File: src/rtl/tuser_in_fsm_pkg.sv
// Shared types and default widths for the TUSER ingress shim.
package tuser_in_fsm_pkg;

    localparam int unsigned DATA_WIDTH_DEF  = 256;
    localparam int unsigned KEEP_WIDTH_DEF  = 32;
    localparam int unsigned TUSER_WIDTH_DEF = 128;
    localparam int unsigned STATE_WIDTH     = 3;

    localparam logic [STATE_WIDTH-1:0] ST_INIT_ENC = 3'd0;
    localparam logic [STATE_WIDTH-1:0] ST_IDLE_ENC = 3'd1;
    localparam logic [STATE_WIDTH-1:0] ST_BODY_ENC = 3'd2;

    typedef enum logic [STATE_WIDTH-1:0] {
        ST_INIT = ST_INIT_ENC,
        ST_IDLE = ST_IDLE_ENC,
        ST_BODY = ST_BODY_ENC
    } state_e;

endpackage

File: src/rtl/tuser_in_fsm_if.sv
// AXI4-Stream ingress (A) and egress (B) bundle around the shim.
interface tuser_in_fsm_if #(
    parameter int unsigned DATA_WIDTH  = tuser_in_fsm_pkg::DATA_WIDTH_DEF,
    parameter int unsigned KEEP_WIDTH  = tuser_in_fsm_pkg::KEEP_WIDTH_DEF,
    parameter int unsigned TUSER_WIDTH = tuser_in_fsm_pkg::TUSER_WIDTH_DEF
);
    logic                   tin_avalid;
    logic                   tin_aready;
    logic [DATA_WIDTH-1:0]  tin_adata;
    logic [KEEP_WIDTH-1:0]  tin_akeep;
    logic                   tin_atlast;
    logic [TUSER_WIDTH-1:0] tin_atuser;

    logic                   tin_bvalid;
    logic                   tin_bready;
    logic [DATA_WIDTH-1:0]  tin_bdata;
    logic [KEEP_WIDTH-1:0]  tin_bkeep;
    logic                   tin_btlast;

    // Shim side: sinks stream A, sources stream B.
    modport slave (
        input  tin_avalid, tin_adata, tin_akeep, tin_atlast, tin_atuser, tin_bready,
        output tin_aready, tin_bvalid, tin_bdata, tin_bkeep, tin_btlast
    );

    // Environment side: sources stream A, sinks stream B.
    modport master (
        output tin_avalid, tin_adata, tin_akeep, tin_atlast, tin_atuser, tin_bready,
        input  tin_aready, tin_bvalid, tin_bdata, tin_bkeep, tin_btlast
    );
endinterface

File: src/rtl/tuser_in_fsm.sv
// Ingress AXIS shim: forwards A to B unchanged and emits the first-beat TUSER
// of each packet as a one-cycle tuple.
module tuser_in_fsm
    import tuser_in_fsm_pkg::*;
#(
    parameter int unsigned DATA_WIDTH  = DATA_WIDTH_DEF,
    parameter int unsigned KEEP_WIDTH  = KEEP_WIDTH_DEF,
    parameter int unsigned TUSER_WIDTH = TUSER_WIDTH_DEF
) (
    input  logic                   tin_aclk,
    input  logic                   tin_arst,
    tuser_in_fsm_if.slave          axis,
    output logic                   tin_valid,
    output logic [TUSER_WIDTH-1:0] tin_data,
    output logic [STATE_WIDTH-1:0] dbg_state
);

    state_e                 state_q, state_d;
    logic                   tin_valid_q, tin_valid_d;
    logic [TUSER_WIDTH-1:0] tin_data_q, tin_data_d;
    logic                   pass_c;
    logic                   accept_c;

    // Zero-latency pass-through, gated off while initialising or in an illegal state.
    always_comb begin
        pass_c          = (state_q == ST_IDLE) || (state_q == ST_BODY);
        axis.tin_bvalid = pass_c & axis.tin_avalid;
        axis.tin_aready = pass_c & axis.tin_bready;
        axis.tin_bdata  = DATA_WIDTH'(axis.tin_adata);
        axis.tin_bkeep  = KEEP_WIDTH'(axis.tin_akeep);
        axis.tin_btlast = axis.tin_atlast;
        accept_c        = pass_c & axis.tin_avalid & axis.tin_bready;
    end

    always_comb begin
        state_d     = state_q;
        tin_valid_d = 1'b0;
        tin_data_d  = tin_data_q;
        case (state_q)
            ST_INIT: state_d = ST_IDLE;
            ST_IDLE: begin
                if (accept_c) begin
                    tin_valid_d = 1'b1;
                    tin_data_d  = TUSER_WIDTH'(axis.tin_atuser);
                    if (!axis.tin_atlast) state_d = ST_BODY;
                end
            end
            ST_BODY: begin
                if (accept_c && axis.tin_atlast) state_d = ST_IDLE;
            end
            default: state_d = ST_IDLE;
        endcase
    end

    always_ff @(posedge tin_aclk or negedge tin_arst) begin
        if (!tin_arst) begin
            state_q     <= ST_INIT;
            tin_valid_q <= 1'b0;
            tin_data_q  <= '0;
        end else begin
            state_q     <= state_d;
            tin_valid_q <= tin_valid_d;
            tin_data_q  <= tin_data_d;
        end
    end

    assign tin_valid = tin_valid_q;
    assign tin_data  = tin_data_q;
    assign dbg_state = state_q;

endmodule

File: src/flat_wrapper.sv
// flat-port wrapper written by rule: the top's interface ports become plain ports
module tuser_in_fsm_flat import tuser_in_fsm_pkg::*;
#(
    parameter int unsigned DATA_WIDTH  = DATA_WIDTH_DEF,
    parameter int unsigned KEEP_WIDTH  = KEEP_WIDTH_DEF,
    parameter int unsigned TUSER_WIDTH = TUSER_WIDTH_DEF
)
  (tin_aclk, tin_arst, tin_valid, tin_data, dbg_state, axis_tin_avalid, axis_tin_adata, axis_tin_akeep, axis_tin_atlast, axis_tin_atuser, axis_tin_bready, axis_tin_aready, axis_tin_bvalid, axis_tin_bdata, axis_tin_bkeep, axis_tin_btlast);
  tuser_in_fsm_if #(.DATA_WIDTH(DATA_WIDTH), .KEEP_WIDTH(KEEP_WIDTH), .TUSER_WIDTH(TUSER_WIDTH)) axis_i ();
  input  logic tin_aclk;
  input  logic tin_arst;
  output logic tin_valid;
  output logic [TUSER_WIDTH-1:0] tin_data;
  output logic [STATE_WIDTH-1:0] dbg_state;
  input wire logic [$bits(axis_i.tin_avalid)-1:0] axis_tin_avalid;
  input wire logic [$bits(axis_i.tin_adata)-1:0] axis_tin_adata;
  input wire logic [$bits(axis_i.tin_akeep)-1:0] axis_tin_akeep;
  input wire logic [$bits(axis_i.tin_atlast)-1:0] axis_tin_atlast;
  input wire logic [$bits(axis_i.tin_atuser)-1:0] axis_tin_atuser;
  input wire logic [$bits(axis_i.tin_bready)-1:0] axis_tin_bready;
  output wire logic [$bits(axis_i.tin_aready)-1:0] axis_tin_aready;
  output wire logic [$bits(axis_i.tin_bvalid)-1:0] axis_tin_bvalid;
  output wire logic [$bits(axis_i.tin_bdata)-1:0] axis_tin_bdata;
  output wire logic [$bits(axis_i.tin_bkeep)-1:0] axis_tin_bkeep;
  output wire logic [$bits(axis_i.tin_btlast)-1:0] axis_tin_btlast;
  assign axis_i.tin_avalid = axis_tin_avalid;
  assign axis_i.tin_adata = axis_tin_adata;
  assign axis_i.tin_akeep = axis_tin_akeep;
  assign axis_i.tin_atlast = axis_tin_atlast;
  assign axis_i.tin_atuser = axis_tin_atuser;
  assign axis_i.tin_bready = axis_tin_bready;
  assign axis_tin_aready = axis_i.tin_aready;
  assign axis_tin_bvalid = axis_i.tin_bvalid;
  assign axis_tin_bdata = axis_i.tin_bdata;
  assign axis_tin_bkeep = axis_i.tin_bkeep;
  assign axis_tin_btlast = axis_i.tin_btlast;
  tuser_in_fsm #(.DATA_WIDTH(DATA_WIDTH), .KEEP_WIDTH(KEEP_WIDTH), .TUSER_WIDTH(TUSER_WIDTH)) u_core (.tin_aclk(tin_aclk), .tin_arst(tin_arst), .axis(axis_i), .tin_valid(tin_valid), .tin_data(tin_data), .dbg_state(dbg_state));
endmodule
File: config.mk
export PLATFORM = sky130hd
export DESIGN_NAME = tuser_in_fsm_flat
export DESIGN_NICKNAME = d
export VERILOG_FILES = /design/src/rtl/tuser_in_fsm_pkg.sv /design/src/rtl/tuser_in_fsm_if.sv /design/src/rtl/tuser_in_fsm.sv /design/src/flat_wrapper.sv
export SDC_FILE = /design/constraint.sdc
export NUM_CORES = 1
export LEC_CHECK = 0
export CAP_MARGIN = 25
export CORE_AREA = 2 2 327 329
export CTS_CLUSTER_SIZE = 20
export DETAILED_ROUTE_END_ITERATION = 6
export DIE_AREA = 0 0 329 331
export GPL_TIMING_DRIVEN = 0
export PLACE_DENSITY = 0.3
export SLEW_MARGIN = 20
export SYNTH_ARGS = -nofsm -noshare
export SYNTH_HDL_FRONTEND = slang
export SYNTH_SLANG_ARGS = --single-unit
File: constraint.sdc
create_clock -name tin_aclk -period 2.7 [get_ports tin_aclk]
set_input_delay 0.405 -clock tin_aclk [delete_from_list [all_inputs] [get_ports tin_aclk]]
set_output_delay 0.405 -clock tin_aclk [all_outputs]
set_load 0.02 [all_outputs]
==> flow_summary.json <==
{
  "status": "finished clean",
  "max_stage_delay_ns": 0.65,
  "r2r-start": "u_core.dbg_state[0]",
  "synth_top_area_share": 0.458,
  "core_mm2": 0.105,
  "place_inst": 2524,
  "ant_nets": 0,
  "syn_avg_cell_area_um2": 12.4,
  "overflow": 0,
  "fmax_ghz": 0.399,
  "postCtsSetupRepairBufs": 0,
  "fin_cells": 2560,
  "gp_congestion": 0.676,
  "grt_max_degree": 81,
  "io_buffers": 554,
  "regArea_mm2": 0.00328,
  "clock_latency_ns": 0.48,
  "synth_most_common_cell": "buf_4",
  "worst_setup_path_end_kind": "output port",
  "grt_pass1_vias": 6421,
  "crit_fanout": 5,
  "ys_seq_elements": 131,
  "min_period_ns": 2.51,
  "io_pins": 844,
  "cts_made_buffers": 17,
  "track_usage": 0.0678,
  "synth.distinct_cells": 15,
  "fin_total_pwr_uw": 12700,
  "dpl_cell_area_mm2": 0.0145,
  "htreeDepth": 4,
  "maxCapViolCount": 0,
  "cp-start-kind": "register",
  "grtUsageMet1": 0.0681,
  "initial_core_util": 0.0681,
  "r2r_end": "u_core.tin_data[86]",
  "via_count": 6129,
  "layout-drive-gt1-share": 0.325,
  "post_drt_wl_per_cell_um": 15.5,
  "finalSetupViolCount": 0,
  "syn_nets": 1001,
  "multi_input_area_mm2": 0.00156,
  "peakVddDrop_v": 0.000572,
  "synth_ff_type": "dfrtp_1",
  "totalWireLength_um": 39700,
  "syn_to_final_growth_pct": 112,
  "synth_commonest_cells": "buf_4 (291), dfrtp_1 (131), mux2_1 (89), mux2_2 (41), buf_6 (9)",
  "die_h_um": 331,
  "yosysTopAreaCell": "dfrtp_1",
  "antenna_found_initial": 12,
  "grt_busiest_layer": "met2",
  "dieWidth_um": 329,
  "hold_class": "in -> async",
  "die_area_mm2": 0.109,
  "synth_edf_count": 0,
  "grt.met2_usage": 0.111,
  "critical_path_class": "reg -> out",
  "arrival_ns": 2.10,
  "final_max_slew_viol_count": 0,
  "use_met3": 0.0459,
  "vias_per_cell": 2.39,
  "tightest_slew_ns": 0.632,
  "cts.clk_slew.worst_paths_ns": 0.07,
  "rows": 119,
  "worstPathCellList": "inv_1, ha_1, nor2b_1, clkdlybuf4s50_1",
  "skew_ns": 0.0166,
  "cts_tree": "done",
  "hpwlAfterDp_um": 34200,
  "cts.sinks": 131,
  "relSlewSlack": 0.577,
  "crit_required_ns": 2.30,
  "synthesis.area_mm2": 0.00715,
  "power_leakage_uw": 0.00614,
  "seq_area_frac_synth": 0.458,
  "fin_area_mm2": 0.0152,
  "cp_slowest_cell": "clkdlybuf4s50_1",
  "post-route-period-util": 0.929,
  "ys_warn_count": 0,
  "cts_max_path_buffers": 2,
  "p_per_area_mw_per_mm2": 841,
  "drc_errors": 0,
  "syn_inst": 578,
  "rsz0062_at_grt": "false",
  "r2r_cells": 6,
  "final-hold-violation-count": 0,
  "nets": 1576,
  "first_iter_violations": 112,
  "clock-root-buffer": "clkbuf_16",
  "ys_top_cells_by_area": "dfrtp_1 (46%), buf_4 (31%), mux2_1 (14%)",
  "final.fill_count": 11700,
  "grt_pass1_wl_um": 49800,
  "r2r_slack_ns": 0.71,
  "first_pass_iters": 4,
  "async_flop_share": 1.00
}
[power by group]
group	switching, uW	total, uW	internal [uW]
sequential	513	3490	2970
combinational	3200	6540	3340
clock	1030	2710	1680
[routing by layer]
metal | share of wire | up-vias | routed length, um
met5 | 0.0019 | - | 74
met4 | 0.022 | 12 | 878
met3 | 0.15 | 44 | 5830
met2 | 0.49 | 445 | 19600
met1 | 0.34 | 2874 | 13400
li1 | - | 2754 | -
[through the flow]
stage | setup slack, ns | TNS, ns | utilization | hold WS (ns)
finish | 0.192 | 0 | 0.144 | 0.425
global route | 0.0144 | 0 | 0.144 | 0.437
CTS | 0.00343 | 0 | 0.144 | 0.408
detailed placement | 0.405 | 0 | 0.138 | 0.371
global placement | -5.38 | -702.52 | 0.138 | 0.475
floorplan | 0.889 | 0 | - | 0.109
[layout by cell type (no fill, tap or decap)]
cell	count
clkbuf_8	2
nand3b_1	1
nor2b_1	2
o22a_1	1
diode_2	4
bufinv_16	5
clkbuf_16	17
clkinv_2	1
dlymetal6s2s_1	1
clkinv_4	4
nand4b_4	1
clkdlybuf4s50_1	552
ha_1	2
buf_2	4
dlygate4sd3_1	1
o22ai_1	1
mux2_2	41
dfrtp_1	131
inv_1	3
clkinvlp_4	2
buf_4	291
conb_1	1
mux2_1	89
buf_8	1
buf_16	1
buf_6	9
a21oi_1	1
[critical path: cells and delay by family (launching register included)]
family / cells / cell delay, ns
fa+ha+maj: 1 / 0.34
flops: 1 / 0.41
simple gates: 1 / 0.15
buf+inv: 2 / 0.72
[worst max path at each step]
| stage | endpoint | start | slack, ns |
|---|---|---|---|
| 6_report | axis_tin_aready | u_core.dbg_state[0] | 0.19 |
| 3_5_place_dp | axis_tin_bvalid | axis_tin_avalid | 0.41 |
| 5_1_grt | axis_tin_aready | u_core.dbg_state[0] | 0.01 |
| 2_1_floorplan | u_core.tin_data[17] | u_core.dbg_state[0] | 0.89 |
| 4_1_cts | axis_tin_bvalid | u_core.dbg_state[0] | 0.003 |
| 3_3_place_gp | u_core.tin_data[28] | tin_arst | -5.38 |
[cells by family after synthesis]
| group | after synthesis | synth area share |
|---|---|---|
| AOI/OAI and AO/OA | 3 | 0.00280 |
| other | 1 | 0.000524 |
| DFF | 131 | 0.458 |
| buffers and inverters | 307 | 0.324 |
| adders and majority gates | 2 | 0.00350 |
| muxes | 130 | 0.205 |
| and+or+nand+nor | 4 | 0.00612 |
[registers in the layout, indices dropped and copies added, names as in the netlist]
signal / flops
u_core.tin_data: 128
u_core.tin_valid: 1
u_core.dbg_state: 2
[final cells by class]
class / count / area share
Timing Repair Buffer: 556 / 0.369
Antenna cell: 4 / 0.000661
Clock buffer: 19 / 0.0299
Sequential cell: 131 / 0.216
Inverter: 3 / 0.000743
Clock inverter: 12 / 0.0135
Buffer: 304 / 0.152
Tap cell: 1391 / 0.115
Multi-Input combinational cell: 140 / 0.103
[timing repair]
| action | in CTS | in global routing |
|---|---|---|
| hold buffers | 1 | 0 |
| gates resized for setup | 0 | 1 |
| endpoints found under the hold margin | 51 | 0 |
| endpoints found under the setup margin | 0 | 1 |
Power figures use the tool's default switching activity.
==> RTL change: new RTL, same flow settings <==
The package constant `TUSER_WIDTH_DEF` goes from 128 to 64.
--- a/src/rtl/tuser_in_fsm_pkg.sv
+++ b/src/rtl/tuser_in_fsm_pkg.sv
@@ -4,5 +4,5 @@
     localparam int unsigned DATA_WIDTH_DEF  = 256;
     localparam int unsigned KEEP_WIDTH_DEF  = 32;
-    localparam int unsigned TUSER_WIDTH_DEF = 128;
+    localparam int unsigned TUSER_WIDTH_DEF = 64;
     localparam int unsigned STATE_WIDTH     = 3;
 
Interface: changed (resized axis_tin_atuser and tin_data); port bits go from 844 to 716. The function was not compared with the original's and may differ.
==> RTL change against the original RTL <==
- via count down 28%
- total power down 46%
- synthesized cell count down 23%
- maximum frequency up 7.0%
- final area down 27%
- area after synthesis down 33%
- routed wire length down 32%
- worst setup slack better by 160 ps
- sequential cell count down 64
- die area unchanged
- count of clock-buffer cells in the layout down 10
- largest power group unchanged
==> RTL change: results (changes against the original RTL) <==
metric,value,unit,change
r2r-end,u_core.tin_data[54]$_DFFE_PN0P_,,was u_core.tin_data[86]$_DFFE_PN0P_
antenna_left,0,,unchanged
htreeDepth,3,,was 4
critPathSlowestCell,clkdlybuf4s50_1,,unchanged
cts-buffers-inserted,9,,was 17
port-buffer-count,426,,was 554
ys_seq_area_share,35.2,%,was 45.8%
worstSkewPairLatency,350,ps,was 480 ps
grt_util_all_layers,4.45,%,was 6.78%
synth_area_leaders,"buf_4 (46%), dfrtp_1 (35%), mux2_2 (8.8%)",,"was dfrtp_1 (46%), buf_4 (31%), mux2_1 (14%)"
drive_above_1_share,39.7,%,was 32.5%
syn-num-nets,802,,"was 1,001"
hpwl,23.9,mm,was 34.2 mm
fin_nets,1241,,"was 1,576"
drt_pass1_iterations,4,,unchanged
worstRegToRegCells,5,,was 6
ir_worst_vdd,0.387,mV,was 0.572 mV
root_buffer,clkbuf_16,,unchanged
min_from,u_core.tin_data[40]$_DFFE_PN0P_,,
largest_reg_flops,64,,was 128
first_iter_violations,63,,was 112
hold_depth,1,,
clockBufferDepth,2,,unchanged
clock_skew,5.54,ps,was 16.6 ps
preCtsSetupSlack,474,ps,was 405 ps
ys_types,15,,unchanged
r2r_slack,860,ps,was 710 ps
synthTopCellsByCount,"buf_4 (290), dfrtp_1 (67), mux2_2 (37)",,"was buf_4 (291), dfrtp_1 (131), mux2_1 (89)"
min_path_type,reg2reg,,was in2async
grt_pass1_wl,33.9,mm,was 49.8 mm
antenna_found_initial,6,,was 12
drt_wl_total,27.1,mm,was 39.7 mm
grt_pass1_vias,4594,,"was 6,421"
post_dp_cell_area,10800,µm²,"was 14,500 µm²"
leakage,0.00438,µW,was 0.00614 µW
whs,489,ps,was 425 ps
grt_max_degree,45,,was 81
status,finished clean,,unchanged
num_vias,4416,,"was 6,129"
synth-main-ff-cell,dfrtp_1,,unchanged
gp_congestion,0.726,,was 0.676
-- RTL change: worst max-delay path by stage --
stage,start,endpoint,slack (ps)
3_3_place_gp,tin_arst,u_core.tin_data[12]$_DFFE_PN0P_,-1730
5_1_grt,u_core.dbg_state[0]$_DFFE_PN0P_,axis_tin_bvalid,200
6_report,u_core.dbg_state[0]$_DFFE_PN0P_,axis_tin_bvalid,360
3_5_place_dp,axis_tin_avalid,axis_tin_bvalid,470
2_1_floorplan,u_core.dbg_state[0]$_DFFE_PN0P_,u_core.tin_data[13]$_DFFE_PN0P_,940
4_1_cts,u_core.dbg_state[0]$_DFFE_PN0P_,axis_tin_bvalid,300
-- RTL change: area by class of cell --
type	instances	area (µm²)
buffer	297	2240
timing repair buffer	428	4300
antenna	1	2.50
clock inverter	6	67.6
tap	1391	1740
multi-input combinational	76	836
fill	12000	93900
inverter	3	11.3
clock buffer	9	225
sequential	67	1680
-- RTL change: metal layers --
layer | track usage (%) | up-vias | wire, µm
met5 | 0 | - | 70
met4 | 1.06 | 12 | 344
met3 | 3.02 | 23 | 4470
met2 | 8.27 | 382 | 14400
met1 | 3.90 | 2003 | 7860
li1 | - | 1996 | -
-- RTL change: critical path: cells and delay by family (launching register included) --
kind          cells  cell delay (ps)
fa+ha+maj         1              340
simple gates      1              130
flops             1              420
buf+inv           2              700
-- RTL change: kinds of logic after synthesis --
group / after synthesis / synth area share, %
other: 1 / 0.0788
AND/OR/NAND/NOR: 4 / 0.920
flip-flops: 67 / 35.2
adder cells (fa/ha/maj): 2 / 0.526
buffers and inverters: 300 / 47.2
multiplexers: 66 / 15.6
AO/OA/AOI/OAI: 3 / 0.421
-- RTL change: per-stage QoR --
| step | setup TNS [ps] | power [µW] | instances |
|---|---|---|---|
| 2_1_floorplan | 0 | 3740 | 443 |
| 3_3_place_gp | -115240 | 5760 | 2260 |
| 3_5_place_dp | 0 | 5750 | 2261 |
| 4_1_cts | 0 | 7130 | 2277 |
| 5_1_grt | 0 | 7370 | 2277 |
| 6_report | 0 | 6920 | 2278 |
-- RTL change: where the power goes --
| part | total, µW | leakage [µW] | switching (µW) | internal, µW |
|---|---|---|---|---|
| clock | 1250 | 0.000137 | 535 | 713 |
| sequential | 1780 | 0.000793 | 269 | 1520 |
| combinational | 3890 | 0.00345 | 1810 | 2070 |
| total | 6920 | 0.00438 | 2620 | 4300 |
-- RTL change: repair_timing --
action,4_1_cts,5_1_grt
hold buffers,1,0
endpoints found under the hold margin,23,0
setup buffers,0,0
